### config.mk
export PLATFORM = sky130hd
export DESIGN_NAME = regfile_2r1w_sync
export DESIGN_NICKNAME = d
export VERILOG_FILES = /design/src/rtl/regfile_2r1w_sync.sv
export SDC_FILE = /design/constraint.sdc
export NUM_CORES = 2
export LEC_CHECK = 0
export ABC_CLOCK_PERIOD_IN_PS = 1500
export CAP_MARGIN = 20
export CORE_ASPECT_RATIO = 2
export CORE_MARGIN = 3
export CORE_UTILIZATION = 38
export CTS_BUF_LIST = sky130_fd_sc_hd__clkbuf_8
export DETAILED_ROUTE_END_ITERATION = 8
export PLACE_DENSITY = 0.61
export SYNTH_ARGS = -nofsm -noshare
export SYNTH_HDL_FRONTEND = slang
export SYNTH_SLANG_ARGS = --single-unit
### constraint.sdc
create_clock -name clk -period 1.5 [get_ports clk]
set_input_delay 0.3 -clock clk [delete_from_list [all_inputs] [get_ports clk]]
set_output_delay 0.3 -clock clk [all_outputs]
set_load 0.005 [all_outputs]
### src/rtl/regfile_2r1w_sync.sv
// 32-entry, 2-read/1-write register file with registered read ports.
// x0 reads as zero; same-edge writes forward into the read data.
module regfile_2r1w_sync #(
    parameter int WIDTH = 32,
    parameter int DEPTH = 32,
    parameter int AW    = 5
) (
    input  logic             clk,
    input  logic             rst_n,
    input  logic             we,
    input  logic [AW-1:0]    wa,
    input  logic [WIDTH-1:0] wd,
    input  logic             rd_en,
    input  logic [AW-1:0]    ra1,
    input  logic [AW-1:0]    ra2,
    output logic [WIDTH-1:0] rd1,
    output logic [WIDTH-1:0] rd2,
    output logic             rd_valid
);

    logic [WIDTH-1:0] mem_q [DEPTH];
    logic [WIDTH-1:0] mem_d [DEPTH];
    logic [WIDTH-1:0] rd1_q, rd1_d;
    logic [WIDTH-1:0] rd2_q, rd2_d;
    logic             rd_valid_q, rd_valid_d;
    logic [WIDTH-1:0] val1, val2;
    logic             wr_ok;

    assign wr_ok = we && (wa != '0);

    always_comb begin
        mem_d = mem_q;
        if (wr_ok) begin
            mem_d[wa] = wd;
        end
        mem_d[0] = '0;
    end

    // Write-first: a write to the addressed register on this edge wins.
    always_comb begin
        val1 = mem_q[ra1];
        val2 = mem_q[ra2];
        if (wr_ok && (wa == ra1)) begin
            val1 = wd;
        end
        if (wr_ok && (wa == ra2)) begin
            val2 = wd;
        end
        if (ra1 == '0) begin
            val1 = '0;
        end
        if (ra2 == '0) begin
            val2 = '0;
        end
    end

    always_comb begin
        rd1_d      = rd1_q;
        rd2_d      = rd2_q;
        rd_valid_d = rd_en;
        if (rd_en) begin
            rd1_d = val1;
            rd2_d = val2;
        end
    end

    always_ff @(posedge clk or negedge rst_n) begin
        if (!rst_n) begin
            for (int i = 0; i < DEPTH; i++) begin
                mem_q[i] <= '0;
            end
            rd1_q      <= '0;
            rd2_q      <= '0;
            rd_valid_q <= 1'b0;
        end else begin
            mem_q      <= mem_d;
            rd1_q      <= rd1_d;
            rd2_q      <= rd2_d;
            rd_valid_q <= rd_valid_d;
        end
    end

    assign rd1      = rd1_q;
    assign rd2      = rd2_q;
    assign rd_valid = rd_valid_q;

endmodule
==> qor.yml <==
slowest_delay_ns: 0.50
remaining_drc_errors: 0
reg2reg_slack_ns: -0.20
antenna_left: 0
vias: 41700
clock_sinks: 1057
syn_area_per_cell_sq_um: 13.7
viasPerCell: 6.06
min_to: "rd2[15]$_DFFE_PN0P_"
synthFlopType: "dfrtp_1"
grt_pass1_wl_um: 313000
synthAdderAreaFrac_pct: 0
status: "complete, but fails checks"
max_freq_ghz: 0.547
cts_buffers: 160
finalCritPeriodShare_pct: 122
grt_max_degree: 72
drtPass1Iterations: 7
row_count: 199
seq_area_frac_synth_pct: 46.7
period_minus_slack_ns: 1.83
area_delta_synth_final_pct: 28.2
crit_type: "reg2out"
drv_cap: 0
async_flop_share_pct: 100
hold_viol: 0
relSlewSlack_pct: 44.8
grt.total_usage_pct: 27.8
worst_pin_slew_ns: 0.825
rr_worst_depth: 6
yosysWarnings: 0
core_sq_um: 148000
cts_tree: "built"
die_height_um: 552
arrival_ns: 1.53
synth_top_family_by_area: "multiplexers"
clock_skew_ns: 0.0516
min_path_cells: 4
startpoint_type: "flop"
synth_seq_cells: 1057
crit_slowest_cell: "dfrtp_2"
io_pins: 116
clockBufferDepth: 4
synth_area_sq_um: 56700
fin_ws_ns: -0.327
wirelength_um: 217000
grt_pass1_vias: 44800
p_leak_nw: 32.6
p_per_area_nw_per_um2: 1180
grt-ovfl-total: 0
rr_startpoint: "mem_q[3]$_DFFE_PN0P_"
critical_path_required_ns: 1.20
layout_common_cells: "dfrtp_1, mux2_2, buf_4, mux4_2"
root_buffer: "clkbuf_8"
mostFrequentLayoutCell: "dfrtp_1"
clk_pin_slew_ns: 0.06
register_area_sq_um: 26500
port_buffers: 115
synth.distinct_cells: 60
hpwl_um: 148000
grt_antenna_before_repair: 4
multi_input_area_sq_um: 29800
setup_viol: 120
wl_per_cell_um: 31.5
synth_simple_gate_area_share_pct: 3.94
rsz0062_at_grt: "true"
gp_congestion: 0.922
nFillCells: 12800
drtIter0Drc: 3330
dieArea_sq_um: 154000
worstPathCellList: "buf_6"
crit_path_end_kind: "output pin"
r2r_end: "rd2[3]$_DFFE_PN0P_"
syn_inst: 4126
synth-edff-count: 0
drive_gt1_share_pct: 57.2
path_max_fanout: 2
synthXorXnorAreaFrac_pct: 0.124
num-nets-final: 4908
min_path_type: "in2reg"
htreeDepth: 4
synthesis.nets: 4177
clk_latency_ns: 0.87
synth.mux.area_fraction_pct: 38.9
peakVddDrop_mv: 0.616
synth_compound_area_share_pct: 6.03
die_x_um: 279
total_power_w: 0.0857
dp_worst_setup_slack_ns: -1.01
violations: "negative setup slack"
critPathBufInv: 1
finalMaxSlewViolations: 0
initial_utilization_pct: 38.4
crit_family: "flip-flops"
hp-start: "ra2[4]"
timing repair:
action                                   CTS  global route
resized for setup                        459           100
endpoints found under the hold margin   1060             0
setup buffers                             30            12
pin swaps                                 89            61
endpoints found under the setup margin   192           265
hold buffers                               5             0
gates cloned                               4             1
synthesized netlist by cell type (all sizes together), types with 14 or more instances:
master | count | area, sq um
nor3 | 30 | 171
dfrtp | 1057 | 26500
mux4 | 337 | 7590
a21oi | 28 | 140
a22oi | 109 | 823
a31oi | 19 | 119
o22a | 14 | 123
o21ai | 97 | 485
nand3 | 72 | 360
nand2 | 142 | 533
mux2i | 255 | 2550
inv | 30 | 113
nand2b | 29 | 181
o22ai | 130 | 813
nor2b | 27 | 171
nand4 | 31 | 194
clkbuf | 165 | 619
buf | 263 | 1760
a2bb2oi | 22 | 193
mux2 | 1056 | 11900
nor2 | 97 | 407
o311ai | 14 | 123
worst max-delay path by stage:
stage / from / end / slack (ns) / cells after the start
2_1_floorplan: ra2[0] / rd2[5]$_DFFE_PN0P_ / -0.22 / 8
3_3_place_gp: ra1[3] / rd1[8]$_DFFE_PN0P_ / -1.42 / 8
3_5_place_dp: wa[0] / rd1[16]$_DFFE_PN0P_ / -1.01 / 9
4_1_cts: rd1[22]$_DFFE_PN0P_ / rd1[22] / -0.37 / 1
5_1_grt: rd1[22]$_DFFE_PN0P_ / rd1[22] / -0.34 / 1
6_report: rd1[12]$_DFFE_PN0P_ / rd1[12] / -0.33 / 1
worst min-delay path, delay by kind of cell:
kind	cells	cell delay [ns]
AO/OA/AOI/OAI	2	0.24
buffers and inverters	2	0.44
state kept, by name, indices dropped and copies added, names as in the netlist:
signal    count
rd1          32
rd2          32
mem_q       992
rd_valid      1
per-layer routing:
layer	GRT usage (%)	routed length (um)
met1	32.4	79100
met2	47.2	108000
met3	3.76	12200
met4	19.6	17900
met5	0	0
report_power, final:
group / switching, W / leakage (nW) / internal, W
clock network: 0.0121 / 1.82 / 0.0126
registers: 0.00423 / 13.5 / 0.0341
logic: 0.00898 / 17.3 / 0.0138
total: 0.0253 / 32.6 / 0.0604
kinds of logic after synthesis:
family / after synthesis
AOI/OAI and AO/OA: 500
muxes: 1648
xor gates and xnor gates: 8
and+or+nand+nor: 455
buffers and inverters: 458
DFF: 1057
cell type report:
class	count	share of cell area, %
inverters	30	0.155
multi-input cells	2611	41.0
diodes	2	0.00688
well taps	1909	3.29
clock buffers	202	3.82
clock inverters	71	0.523
flip-flops and latches	1057	36.4
repair buffers	997	14.8
stage by stage:
| step | instances | hold WS [ns] | utilization (%) | setup TNS, ns | area (sq um) |
|---|---|---|---|---|---|
| floorplan | 4126 | 0.00441 | - | -71.52 | 58200 |
| global placement | 6560 | 0.274 | 46.1 | -897.87 | 68100 |
| detailed placement | 6561 | 0.273 | 46.2 | -895.02 | 68100 |
| CTS | 6866 | 0.0490 | 48.9 | -23.94 | 72200 |
| global route | 6878 | 0.140 | 49.2 | -25.00 | 72700 |
| finish | 6879 | 0.168 | 49.2 | -19.71 | 72700 |
Note: power is estimated with default switching activity, not from simulation.
